==> config.mk <==
export PLATFORM = sky130hd
export DESIGN_NAME = sprite_plotter
export DESIGN_NICKNAME = d
export VERILOG_FILES = /design/src/rtl/sprite_pkg.sv /design/src/rtl/sprite_scan.sv /design/src/rtl/sprite_plotter.sv
export SDC_FILE = /design/constraint.sdc
export NUM_CORES = 1
export LEC_CHECK = 0
export CAP_MARGIN = 5
export CORE_MARGIN = 2
export CORE_UTILIZATION = 60
export CTS_CLUSTER_SIZE = 8
export DETAILED_ROUTE_END_ITERATION = 7
export GPL_TIMING_DRIVEN = 0
export PLACE_DENSITY = 0.85
export SETUP_SLACK_MARGIN = 0.4
export SYNTH_ARGS = -nofsm -noshare
export SYNTH_HDL_FRONTEND = slang
export SYNTH_SLANG_ARGS = --single-unit
==> constraint.sdc <==
create_clock -name clk -period 12.7 [get_ports clk]
set_input_delay 2.54 -clock clk [delete_from_list [all_inputs] [get_ports clk]]
set_output_delay 2.54 -clock clk [all_outputs]
set_load 0.02 [all_outputs]
==> src/rtl/sprite_pkg.sv <==
// sprite_pkg: shared state encoding, screen defaults and packed-bus slice helper
package sprite_pkg;
  typedef enum logic [2:0] {S_IDLE, S_LATCH, S_SELECT, S_ERASE, S_DRAW, S_FIN} state_t;
  localparam int DEF_SCREEN_W = 160;
  localparam int DEF_SCREEN_H = 120;
  localparam int DEF_BG_COLOUR = 0;
  localparam int BUS_MAX = 1024;
  function automatic logic [31:0] slice(input logic [BUS_MAX-1:0] bus, input int i, input int w);
    logic [BUS_MAX-1:0] s;
    s = bus >> (i * w);
    return s[31:0] & ((32'd1 << w) - 32'd1);
  endfunction
endpackage

==> src/rtl/sprite_scan.sv <==
// sprite_scan: pixel walker over one sprite footprint with clip and mask decode
module sprite_scan #(
  parameter int SPR_W = 4,
  parameter int SPR_H = 4,
  parameter int X_W = 8,
  parameter int Y_W = 7,
  parameter int SCREEN_W = 160,
  parameter int SCREEN_H = 120,
  parameter logic [SPR_W*SPR_H-1:0] SPR_MASK = '1
) (
  input  logic           clk,
  input  logic           reset_n,
  input  logic           en,
  input  logic [X_W-1:0] base_x,
  input  logic [Y_W-1:0] base_y,
  output logic [X_W-1:0] px,
  output logic [Y_W-1:0] py,
  output logic           hit,
  output logic           last
);
  localparam int P = SPR_W * SPR_H;
  localparam int PW = P > 1 ? $clog2(P) : 1;
  localparam int DXW = SPR_W > 1 ? $clog2(SPR_W) : 1;
  localparam int DYW = SPR_H > 1 ? $clog2(SPR_H) : 1;
  logic [PW-1:0] p;
  logic [DXW-1:0] dx;
  logic [DYW-1:0] dy;
  logic [X_W:0] wx;
  logic [Y_W:0] wy;
  logic dx_last;
  always_ff @(posedge clk or negedge reset_n)
    if (!reset_n) begin
      p <= '0;
      dx <= '0;
      dy <= '0;
    end else if (en) begin
      p <= last ? '0 : p + PW'(1);
      dx <= dx_last ? '0 : dx + DXW'(1);
      dy <= last ? '0 : dx_last ? dy + DYW'(1) : dy;
    end
  always_comb begin
    dx_last = dx == DXW'(SPR_W - 1);
    last = dx_last && dy == DYW'(SPR_H - 1);
    wx = {1'b0, base_x} + (X_W+1)'(dx);
    wy = {1'b0, base_y} + (Y_W+1)'(dy);
    px = wx[X_W-1:0];
    py = wy[Y_W-1:0];
    hit = wx < (X_W+1)'(SCREEN_W) && wy < (Y_W+1)'(SCREEN_H) && SPR_MASK[p];
  end
endmodule

==> src/rtl/sprite_plotter.sv <==
// sprite_plotter: erases and redraws up to N_SPRITES sprites into the frame buffer per start
module sprite_plotter
  import sprite_pkg::*;
#(
  parameter int N_SPRITES = 10,
  parameter int SPR_W = 4,
  parameter int SPR_H = 4,
  parameter int X_W = 8,
  parameter int Y_W = 7,
  parameter int COLOUR_W = 3,
  parameter int SCREEN_W = DEF_SCREEN_W,
  parameter int SCREEN_H = DEF_SCREEN_H,
  parameter logic [COLOUR_W-1:0] BG_COLOUR = COLOUR_W'(DEF_BG_COLOUR),
  parameter logic [SPR_W*SPR_H-1:0] SPR_MASK = '1
) (
  input  logic                            clk,
  input  logic                            reset_n,
  input  logic                            start,
  input  logic                            erase_en,
  input  logic [N_SPRITES*X_W-1:0]        pos_x,
  input  logic [N_SPRITES*Y_W-1:0]        pos_y,
  input  logic [N_SPRITES-1:0]            visible,
  input  logic [N_SPRITES*COLOUR_W-1:0]   spr_colour,
  output logic                            busy,
  output logic                            done,
  output logic [X_W-1:0]                  x_out,
  output logic [Y_W-1:0]                  y_out,
  output logic [COLOUR_W-1:0]             colour_out,
  output logic                            plot
);
  localparam int IW = N_SPRITES > 1 ? $clog2(N_SPRITES) : 1;
  state_t state, nxt;
  logic [IW-1:0] idx;
  logic er, ers, act, hit, last, ovis, nvis;
  logic [N_SPRITES*X_W-1:0] new_x, old_x;
  logic [N_SPRITES*Y_W-1:0] new_y, old_y;
  logic [N_SPRITES-1:0] new_vis, old_vis;
  logic [N_SPRITES*COLOUR_W-1:0] new_col;
  logic [X_W-1:0] base_x;
  logic [Y_W-1:0] base_y;
  state_t adv;
  always_ff @(posedge clk or negedge reset_n)
    if (!reset_n) state <= S_IDLE;
    else state <= nxt;
  always_ff @(posedge clk or negedge reset_n)
    if (!reset_n) begin
      idx <= '0;
      er <= 1'b0;
      new_x <= '0;
      new_y <= '0;
      new_vis <= '0;
      new_col <= '0;
      old_x <= '0;
      old_y <= '0;
      old_vis <= '0;
    end else begin
      idx <= state == S_LATCH ? '0 : nxt == S_SELECT ? idx + IW'(1) : idx;
      if (state == S_LATCH) begin
        er <= erase_en;
        new_x <= pos_x;
        new_y <= pos_y;
        new_vis <= visible;
        new_col <= spr_colour;
      end
      if (state == S_FIN) begin
        old_x <= new_x;
        old_y <= new_y;
        old_vis <= new_vis;
      end
    end
  always_comb begin
    ers = state == S_ERASE;
    act = ers || state == S_DRAW;
    ovis = old_vis[idx];
    nvis = new_vis[idx];
    adv = idx == IW'(N_SPRITES - 1) ? S_FIN : S_SELECT;
    nxt = state;
    case (state)
      S_IDLE:   nxt = start ? S_LATCH : S_IDLE;
      S_LATCH:  nxt = S_SELECT;
      S_SELECT: nxt = ovis && er ? S_ERASE : nvis ? S_DRAW : adv;
      S_ERASE:  nxt = !last ? S_ERASE : nvis ? S_DRAW : adv;
      S_DRAW:   nxt = last ? adv : S_DRAW;
      default:  nxt = S_IDLE;
    endcase
    base_x = X_W'(slice(BUS_MAX'(ers ? old_x : new_x), int'(idx), X_W));
    base_y = Y_W'(slice(BUS_MAX'(ers ? old_y : new_y), int'(idx), Y_W));
    colour_out = ers ? BG_COLOUR : COLOUR_W'(slice(BUS_MAX'(new_col), int'(idx), COLOUR_W));
    busy = state != S_IDLE;
    done = state == S_FIN;
    plot = act && hit;
  end
  sprite_scan #(
    .SPR_W(SPR_W), .SPR_H(SPR_H), .X_W(X_W), .Y_W(Y_W),
    .SCREEN_W(SCREEN_W), .SCREEN_H(SCREEN_H), .SPR_MASK(SPR_MASK)
  ) u_scan (
    .clk(clk), .reset_n(reset_n), .en(act), .base_x(base_x), .base_y(base_y),
    .px(x_out), .py(y_out), .hit(hit), .last(last)
  );
endmodule

==> results of run 1 <==
==> worst max-delay path, delay by kind of cell, from the launching register on <==
| family | cells | cell delay, ps |
|---|---|---|
| flops | 1 | 380 |
| buf+inv | 7 | 2620 |
| mux | 1 | 420 |
| compound gates | 6 | 1680 |
| fa+ha+maj | 1 | 280 |
==> flip-flops by register name, indices dropped and copies added, names as in the netlist <==
name	cells
state	3
new_col	30
old_x	80
new_vis	10
old_vis	10
new_x	80
er	1
new_y	70
old_y	70
u_scan.dx	2
u_scan.dy	2
idx	4
==> power groups by stage <==
| stage | clock network [mW] | logic, mW | registers [mW] |
|---|---|---|---|
| 2_1_floorplan | 0 | 1.81 | 1.97 |
| 3_3_place_gp | 0 | 2.55 | 2.10 |
| 3_5_place_dp | 0 | 2.64 | 2.13 |
| 4_1_cts | 1.19 | 2.68 | 2.13 |
| 5_1_grt | 1.25 | 2.87 | 2.20 |
| 6_report | 1.19 | 2.70 | 2.15 |
==> path summary, 6_finish.rpt <==
check | startpoint | to | slack, ps | cells past startpoint
hold reg to reg | old_x[29] | old_x[29] | 470 | 2
setup / recovery | idx[0] | plot | 4220 | 15
max in group asynchronous | reset_n | new_y[34] | 8910 | 4
hold / removal | old_x[29] | old_x[29] | 470 | 2
min in group asynchronous | reset_n | new_y[67] | 1940 | 1
setup reg to reg | state[0] | new_vis[0] | 9460 | 7
==> cell families after synthesis <==
logic type                 Yosys count
muxes                              303
xor gates and xnor gates            11
AOI/OAI and AO/OA                   73
DFF                                362
buffers and inverters              106
and+or+nand+nor                    601
adders and majority gates           11
==> layer usage <==
| layer | up-vias | track usage | wire length [um] | share of wire |
|---|---|---|---|---|
| li1 | 5546 | - | - | - |
| met1 | 6622 | 0.446 | 19000 | 0.38 |
| met2 | 723 | 0.572 | 24800 | 0.49 |
| met3 | 150 | 0.0836 | 4860 | 0.096 |
| met4 | 0 | 0.135 | 1970 | 0.039 |
| met5 | - | 0 | 0 | 0 |
==> cell usage after synthesis, types with 4 or more instances <==
master and instances:
nor2b_1 4, dfrtp_1 362, mux2i_1 28, clkbuf_1 63
nor3_1 6, xnor2_1 9, a21oi_1 11, mux2_2 196
nor2_1 28, nand3_1 8, buf_4 6, o211ai_1 6
nand2_1 530, ha_1 9, mux4_2 74, nand2b_1 6
buf_2 12, buf_6 6, o21ai_0 5, mux4_1 4
inv_1 11
==> through the flow <==
stage / hold WS [ps] / power, mW / worst slack [ps] / instances
after floorplan: 438 / 3.78 / 6440 / 1467
after global placement: 449 / 4.65 / -6340 / 2059
after detailed placement: 457 / 4.77 / 4880 / 2062
after CTS: 469 / 6.01 / 4310 / 2118
after global routing: 490 / 6.33 / 4120 / 2118
final: 468 / 6.05 / 4220 / 2118
==> layout make-up <==
cell class,count,area share
plain buffers,92,0.0226
clock buffers,53,0.0618
clock inverters,3,0.00154
inverters,14,0.00249
multi-input cells,999,0.355
flip-flops and latches,362,0.429
well taps,378,0.0224
repair buffers,217,0.106
==> summary.md, run 1 <==
| Metric | Value |
|---|---|
| Status | `finished, final reports clean` |
| PD cells | `286 nW/um^2` |
| Final wirelength | `50.7 mm` |
| Routed via count | `13000` |
| Clk sinks | `362` |
| H-tree level count | `2` |
| Layout Area Growth over Synthesis | `23.7%` |
| Synth top area cells | `dfrtp_1, mux2_2, nand2_1` |
| Min-Delay Path Class | `reg2reg` |
| Slowest stage cell, crit path | `clkdlybuf4s50_1` |
| Post-synth EDFFs | `0` |
| Clk_lat worst skew | `560 ps` |
| Wire length of the first global-routing pass | `79.3 mm` |
| Vias in the first global route | `13900` |
| Flop pwr share | `0.356` |
| Number of port buffers | `214` |
| 1st-iter DRT viols | `1384` |
| Max-Cap Viols | `0` |
| Clock Tree Buf Depth | `3` |
| Final setup viols | `0` |
| Startpoint Class | `flip-flop` |
| Antenna viol nets, final | `0` |
| Worst-path clk slew | `50 ps` |
| Total CTS buffers | `51` |
| Post-Syn Area | `17100 um^2` |
| Post-route setup TNS | `0 ps` |
| Leak Pwr | `9.52 nW` |
| CP most frequent cell | `buf_4` |
| Commonest non-fill, non-tap cell in the layout | `nand2_1` |
| Clock skew | `22.1 ps` |
| Routed len/inst | `23.9 um` |
| Cell variety after synth | `75` |
| Maximum VDD drop | `0.154 mV` |
| Xor/xnor cell area share of the yosys netlist | `0.00564` |
| Register area share after synthesis | `0.530` |
| Crit path arrival time | `5940 ps` |
| Multi-input gate area | `7490 um^2` |
| Synth warnings | `0` |
| Clk network pwr share | `0.197` |
| Post-synthesis adder-cell area fraction | `0.00894` |
| Complex-gate fraction of the synthesized area | `0.0348` |
| Actual slew at the worst max-slew pin | `990 ps` |
| Sw frac | `0.384` |
| Internal power | `3.73 mW` |
| Initial antenna violation count | `0` |
| Initial Utilization | `0.611` |
| Placed wire-length estimate | `35.1 mm` |
| Largest family of logic cells by synthesized area | `multiplexers` |
| Post-synth top area share | `0.530` |
| Ys flop type | `dfrtp_1` |
| Final net count | `1942` |
| Area after DPL | `19800 um^2` |
| Via density | `6.16` |
| # DRC | `0` |
| Design Area, Final | `21100 um^2` |
| Hold Vio Cnt, Final | `0` |
| Post-CTS Resized | `0` |
| Register area | `9060 um^2` |
| Crit end category | `primary output` |
| Critical path required time | `10160 ps` |
| Simple-gate share of the synthesized area | `0.139` |
| Mux cell area share after synthesis | `0.250` |
| CTS Hold Bufs | `0` |
| GPL Wtd Cong | `0.956` |
| Worst path cell trace | `buf_4 -> buf_4 -> buf_4 -> buf_4 -> buf_2 -> buf_2 -> mux4_2 -> a32o_1 -> ha_1 -> a21oi_1 -> a311oi_1 -> o2111ai_2 -> o21a_1 -> a211oi_1 -> clkdlybuf4s50_1` |
| DIE WIDTH | `173 um` |
| Headroom to the max-slew limit | `0.340` |
| RSZ-0062 raised after global routing | `no` |
| Slowest stage delay, CP | `700 ps` |
| CORE AREA | `27900 um^2` |
| Combinational share of power | `0.447` |
| Worst setup path class | `reg2out` |
| Synthesized flop and latch total | `362` |
| Largest area contributor in the netlist | `dfrtp_1` |
| Die height | `173 um` |
| Utilization of the core after routing | `0.756` |
| Largest net degree at the start of global routing | `116` |
| Period utilization | `0.668` |
| Max Slew Vio Count | `0` |
| Synth Net Count | `1672` |
| Num ports | `215` |
| Crit Path Max Fanout | `10` |
| Sw power | `2.32 mW` |
| Share of cells above drive strength 1 | `0.214` |
| 1st-pass router iterations | `5` |
| Root Buffer | `clkbuf_16` |
| Peak Freq | `118 MHz` |
| Site row count | `61` |
| GRT Util Overall | `0.346` |
| # Post-CTS Setup Buffers | `0` |
| Diodes inserted | `0` |
| Final min period | `8480 ps` |
| CTS tree | `built` |
| Synthesized netlist cell count | `1467` |
| Avg Inst Size Synth | `11.6 um^2` |
| Gr ovfl total | `0` |
| Fillcell total | `1799` |
| Async set-reset flop share out of synthesis | `1.00` |
| Die area | `29800 um^2` |
| Commonest cells after routing, fill and taps aside | `nand2_1, dfrtp_1, clkdlybuf4s50_1` |
Note: power is estimated with default switching activity, not from simulation.
==> run 2, diff against run 1 <==
Settings changed: CORE_UTILIZATION 60 to 51, PLACE_DENSITY 0.85 to 0.77.
Clock period 12.7 ns to 7.45 ns, I/O delays scaled along.
==> run 2 against run 1 <==
  * Hold slack improved by 1.4 ps
  * Clock power rose by 71%
  * Final cell count rose by 3.3%
  * Sequential cell count did not move
  * Register-to-register slack got worse by 5300 ps
  * Global-route usage fell by 6.1 points
  * Combinational power rose by 69%
  * Clock skew rose by 0.67 ps
  * Count of clock-buffer cells in the layout fell by 1
  * Non-clock buffer count fell by 1
  * Via count fell by 3.0%
  * Sequential power rose by 70%
==> summary.md, run 2 (synthesis gave the netlist of run 1 again) <==
| Metric | Value |
|---|---|
| Leak Pwr | `9.52 nW (about the same)` |
| Final min period | `6910 ps` |
| CP delay by family, top | `buffers and inverters` |
| H-tree level count | `2 (unchanged)` |
| Biggest regs | `new_x (80), old_x (80)` |
| Register area | `9060 um^2 (unchanged)` |
| Number of port buffers | `214 (unchanged)` |
| Initial Utilization | `0.513 (-0.0982)` |
| Actual slew at the worst max-slew pin | `939 ps (-50.4 ps)` |
| CP most frequent cell | `buf_4` |
| RSZ-0062 raised after global routing | `no` |
| Wire length of the first global-routing pass | `75.7 mm (-4.6%)` |
| Slowest stage delay, CP | `670 ps (-30 ps)` |
| GPL Wtd Cong | `0.914 (-4.4%)` |
| DIE WIDTH | `187 um (+8.3%)` |
| Critical path required time | `5960 ps (-4200 ps)` |
| CTS tree | `built` |
| Routed via count | `12600 (-3.0%)` |
| 1st-pass router iterations | `6 (+1)` |
| Num ports | `215 (unchanged)` |
| Final net count | `1941 (-0.051%)` |
| Layout Area Growth over Synthesis | `24.2%` |
| Largest net degree at the start of global routing | `126 (+8.6%)` |
| Clock Tree Buf Depth | `3 (unchanged)` |
| Max Slew Vio Count | `0 (unchanged)` |
| Slowest stage cell, crit path | `clkdlybuf4s50_1` |
| Headroom to the max-slew limit | `0.374 (+0.0336)` |
| Clk_lat worst skew | `560 ps (about the same)` |
| Root Buffer | `clkbuf_16` |
| Worst-path clk slew | `50 ps (about the same)` |
| CP Buf/Inv Count | `7 (unchanged)` |
| PD cells | `483 nW/um^2 (+69%)` |
| Clk sinks | `362 (unchanged)` |
| Crit Path Max Fanout | `10 (unchanged)` |
| Crit end category | `primary output` |
| Multi-input gate area | `7500 um^2 (about the same)` |
| Post-Route M1 WL | `19.4 mm (+2.1%)` |
| Utilization of the core after routing | `0.637 (-0.119)` |
| Vias in the first global route | `13200 (-5.6%)` |
| Clock skew | `22.8 ps (+0.665 ps)` |
| Antenna viol nets, final | `0 (unchanged)` |
| DP Cell Count | `2131 (+3.3%)` |
| Final std cells w/o fill | `2187 (+3.3%)` |
| Gr ovfl total | `0 (unchanged)` |
| Met3 wire len | `4.56 mm (-6.3%)` |
| Hold Vio Cnt, Final | `0 (unchanged)` |
| Crit path arrival time | `5420 ps (-520 ps)` |
| Initial antenna violation count | `1 (+1)` |
| Commonest cells after routing, fill and taps aside | `nand2_1, dfrtp_1, clkdlybuf4s50_1` |
| # DRC | `0 (unchanged)` |
| Peak Freq | `145 MHz` |
| Maximum VDD drop | `0.242 mV (+57%)` |
| Die height | `187 um (+8.3%)` |
| Site row count | `67 (+9.8%)` |
| Placed wire-length estimate | `35.1 mm (about the same)` |
| Via density | `5.78 (-6.1%)` |
| Final setup viols | `0 (unchanged)` |
| Min-Delay Path Class | `reg2reg` |
| Total CTS buffers | `51 (unchanged)` |
| Fillcell total | `2584 (+44%)` |
| 1st-iter DRT viols | `1137 (-18%)` |
| # Post-CTS Setup Buffers | `0 (unchanged)` |
| GRT Util Overall | `0.285 (-0.0614)` |
| Share of cells above drive strength 1 | `0.215 (+0.000821)` |
| Met2 wire len | `23.6 mm (-5.0%)` |
| Status | `finished, final reports clean` |
| Routed len/inst | `22.5 um (-5.8%)` |
| Max-Cap Viols | `0 (unchanged)` |
| Commonest non-fill, non-tap cell in the layout | `nand2_1` |
| Uppermost routed layer | `met4` |
| Final wirelength | `49.3 mm (-2.7%)` |
| Die area | `35000 um^2 (+17%)` |
| Startpoint Class | `flip-flop` |
| CORE AREA | `33300 um^2 (+19%)` |
| Period utilization | `0.928` |
| Worst setup path class | `reg2out` |
| Worst path cell trace | `buf_4 -> buf_4 -> buf_4 -> buf_4 -> buf_4 -> buf_4 -> mux4_2 -> a32o_1 -> ha_1 -> a21oi_1 -> a311oi_1 -> o2111ai_2 -> o21a_1 -> a211oi_2 -> clkdlybuf4s50_1` |
run 2: layer usage:
layer,vias to the layer above,global-route usage
li1,5546,-
met1,6394,0.381
met2,594,0.460
met3,114,0.0625
met4,0,0.106
met5,-,0
run 2: final timing paths:
path / slack (ps) / startpoint / end / depth (start not counted)
worst max-delay path: 540 / idx[0] / plot / 15
worst min-delay path: 470 / old_y[46] / old_y[46] / 2
max in group asynchronous: 5250 / reset_n / new_col[23] / 2
min in group asynchronous: 1010 / reset_n / new_x[6] / 1
worst min register to register: 470 / old_y[46] / old_y[46] / 2
worst max register to register: 4190 / state[0] / new_vis[1] / 7
run 2: worst min-delay path, delay by kind of cell (launching register included):
family,cells,cell delay (ps)
simple gates,2,110
flops,1,330
run 2: layout make-up:
class                   count  area share
flip-flops and latches    362       0.427
multi-input cells         999       0.354
repair buffers            216       0.104
clock buffers              52      0.0614
well taps                 448      0.0264
plain buffers              92      0.0234
inverters                  14     0.00248
clock inverters             3     0.00159
diodes                      1    0.000118
run 2: power by group:
group          switching (mW)  internal [mW]
Sequential              0.707           2.94
Combinational            2.37           2.20
Clock                   0.816           1.22
run 2: what timing repair did:
item                       in CTS  in global routing
hold buffers                    0                  0
pin swaps                       0                  0
gates resized for setup         7                  1
setup endpoints to repair       1                  1
run 2: per-stage QoR:
| stage | hold WS (ps) | setup TNS [ps] | cell area, um^2 | power [mW] | setup slack (ps) |
|---|---|---|---|---|---|
| after floorplan | 438 | 0 | 17100 | 6.44 | 2240 |
| after global placement | 449 | -3851650 | 19800 | 7.98 | -10670 |
| after detailed placement | 457 | 0 | 19800 | 8.15 | 786 |
| after CTS | 471 | 0 | 21200 | 10.2 | 433 |
| after global routing | 484 | 0 | 21200 | 10.8 | 411 |
| final | 470 | 0 | 21200 | 10.2 | 539 |
==> run 3, diff against run 2 <==
Settings changed: CORE_MARGIN 2 to unset, CORE_UTILIZATION 51 to 35, PLACE_DENSITY 0.77 to unset.
==> run 3 against run 2 <==
  * Sequential cell count is the same
  * Clock power about the same
  * Power grew 0.17%
  * Non-clock buffer count increased by 1
  * Worst setup slack better by 7.7 ps
  * Critical path depth down 1
  * Core utilization is 19 points lower
  * Count of clock-buffer cells in the layout grew 2
  * Final cell count grew 7.8%
  * Sequential power is essentially flat
  * Via count shrank 2.0%
  * Critical endpoint unchanged
  * Largest cell class unchanged
==> summary.md, run 3 (synthesis gave the netlist of run 1 again) <==
| Metric | Value |
|---|---|
| Clk_lat worst skew | `580 ps (+20 ps)` |
| Final wirelength | `52.0 mm (+5.6%)` |
| CP most frequent cell | `buf_2` |
| Utilization of the core after routing | `0.447 (-0.190)` |
| Crit end category | `primary output` |
| Die area | `49700 um^2 (+42%)` |
| CP Buf/Inv Count | `6 (-1)` |
| Worst-path clk slew | `50 ps (about the same)` |
| Leak Pwr | `9.52 nW (about the same)` |
| Critical path required time | `5960 ps (about the same)` |
| Critical path capture point | `plot` |
| Crit Path Max Fanout | `10 (unchanged)` |
| Design Area, Final | `21400 um^2 (+1.1%)` |
| GPL Wtd Cong | `0.888 (-2.9%)` |
| 1st-pass router iterations | `5 (-1)` |
| Vias in the first global route | `13000 (-1.0%)` |
| CTS tree | `built` |
| Wire length of the first global-routing pass | `79.4 mm (+4.9%)` |
| Hold Vio Cnt, Final | `0 (unchanged)` |
| Initial antenna violation count | `4 (+3)` |
| Final net count | `1942 (+0.052%)` |
| # Post-CTS Setup Buffers | `0 (unchanged)` |
| Final setup viols | `0 (unchanged)` |
| Maximum VDD drop | `0.200 mV (-17%)` |
| Final std cells w/o fill | `2358 (+7.8%)` |
| Routed via count | `12400 (-2.0%)` |
| Dpl ws | `671 ps (-115 ps)` |
| Biggest regs | `new_x (80), old_x (80)` |
| Final setup margin | `547 ps (+7.68 ps)` |
| Antenna viol nets, final | `0 (unchanged)` |
| CORE AREA | `47900 um^2 (+44%)` |
| Site row count | `80 (+19%)` |
| Worst path cell trace | `buf_2 -> buf_2 -> buf_2 -> clkdlybuf4s15_2 -> mux4_2 -> a22o_1 -> ha_1 -> fa_1 -> inv_1 -> nor2_1 -> o2111ai_1 -> a31oi_1 -> a211oi_2 -> clkdlybuf4s50_1` |
| Worst setup path class | `reg2out` |
| Clk sinks | `362 (unchanged)` |
| Worst r2r dst | `new_col[24]` |
| Post-route setup TNS | `0 ps (unchanged)` |
| Min-Delay Path Class | `reg2reg` |
| Total power | `10.3 mW (+0.17%)` |
| Status | `finished, final reports clean` |
| R2r setup slk | `4080 ps (-110 ps)` |
| Total CTS buffers | `51 (unchanged)` |
| Area after DPL | `20100 um^2 (+1.2%)` |
| H-tree level count | `2 (unchanged)` |
| Placed wire-length estimate | `37.9 mm (+8.2%)` |
| DIE WIDTH | `223 um (+19%)` |
| Layout Area Growth over Synthesis | `25.5%` |
| Number of port buffers | `214 (unchanged)` |
| GRT Util Overall | `0.215 (-0.0699)` |
| Worst r2r path cells | `7 (unchanged)` |
| Headroom to the max-slew limit | `0.324 (-0.0498)` |
| Max-Cap Viols | `0 (unchanged)` |
| Max Slew Vio Count | `0 (unchanged)` |
| Commonest cells after routing, fill and taps aside | `nand2_1, dfrtp_1, clkdlybuf4s50_1` |
| Num ports | `215 (unchanged)` |
| Slowest stage cell, crit path | `clkdlybuf4s50_1` |
| 1st-iter DRT viols | `982 (-14%)` |
| Initial Utilization | `0.356 (-0.157)` |
| Gr ovfl total | `0 (unchanged)` |
| Fillcell total | `4431 (+71%)` |
| Final min period | `6900 ps (-7.68 ps)` |
| WHS | `468 ps (-1.65 ps)` |
| PD cells | `479 nW/um^2 (-0.89%)` |
| DP Cell Count | `2299 (+7.9%)` |
| Clock skew | `20.0 ps (-2.82 ps)` |
| Root Buffer | `clkbuf_16` |
| Via density | `5.26 (-9.1%)` |
| # DRC | `0 (unchanged)` |
| Crit path arrival time | `5410 ps (about the same)` |
| Share of cells above drive strength 1 | `0.214 (-0.000247)` |
| Critical R2R Launch | `state[0]` |
| CP startpoint | `idx[1]` |
| Routed len/inst | `22.1 um (-2.1%)` |
| Period utilization | `0.927 (-0.00103)` |
| Peak Freq | `145 MHz (+0.11%)` |
| Commonest non-fill, non-tap cell in the layout | `nand2_1` |
| Slowest stage delay, CP | `670 ps (about the same)` |
| Largest net degree at the start of global routing | `111 (-12%)` |
| Actual slew at the worst max-slew pin | `1010 ps (+74.7 ps)` |
| CP delay by family, top | `buffers and inverters` |
| Die height | `223 um (+19%)` |
| RSZ-0062 raised after global routing | `no` |
| Startpoint Class | `flip-flop` |
| Clock Tree Buf Depth | `3 (unchanged)` |
| Stages on the worst setup path | `14 (-1)` |
==> run 3: cell types whose count changed in the layout (fill, tap and decap cells not counted), sizes merged <==
cell	delta
buf	-1
clkbuf	+4
diode	+2
clkinv	-1
==> run 3: worst register-to-register path, cell delays in order, from the launching register on <==
cell and delay, ps:
dfrtp_1 340, buf_6 140, nor2b_1 150, and2b_1 130, clkbuf_1 490, clkbuf_1 820
clkbuf_1 740, mux2_2 430
==> run 3: final cells by class <==
class                           count  area [um^2]  area share
Antenna cell                        3         7.51    0.000350
Buffer                             92          509      0.0238
Clock buffer                       54         1290      0.0601
Clock inverter                      2         13.8    0.000642
Inverter                           14         52.6     0.00245
Multi-Input combinational cell    999         7500       0.350
Sequential cell                   362         9060       0.423
Tap cell                          615          769      0.0359
Timing Repair Buffer              217         2230       0.104
==> run 3: worst min path at each step <==
stage          startpoint   endpoint  slack [ps]  cells after the start
6_report        old_x[44]  old_x[44]         470                      2
5_1_grt         old_x[14]  old_x[14]         490                      2
4_1_cts         old_x[47]  old_x[47]         470                      2
3_5_place_dp    old_x[47]  old_x[47]         460                      2
3_3_place_gp    old_x[27]  old_x[27]         450                      2
2_1_floorplan   old_x[27]  old_x[27]         440                      2
==> run 3: repair_timing <==
item                                    4_1_cts  5_1_grt
endpoints found under the hold margin         0        0
endpoints found under the setup margin        3        2
resized for setup                             8        5
hold buffers                                  0        0
cloned                                        0        0
==> run 3: report_power, final <==
| part | total, mW | leakage (nW) | internal [mW] | switching [mW] |
|---|---|---|---|---|
| Sequential | 3.65 | 4.38 | 2.94 | 0.703 |
| Clock | 2.01 | 0.640 | 1.20 | 0.809 |
| Combinational | 4.62 | 4.51 | 2.21 | 2.41 |
==> run 3: per-layer routing <==
metal	share of wire	track usage
met5	0.00025	0
met4	0.036	0.0836
met3	0.083	0.0577
met2	0.46	0.340
met1	0.42	0.280
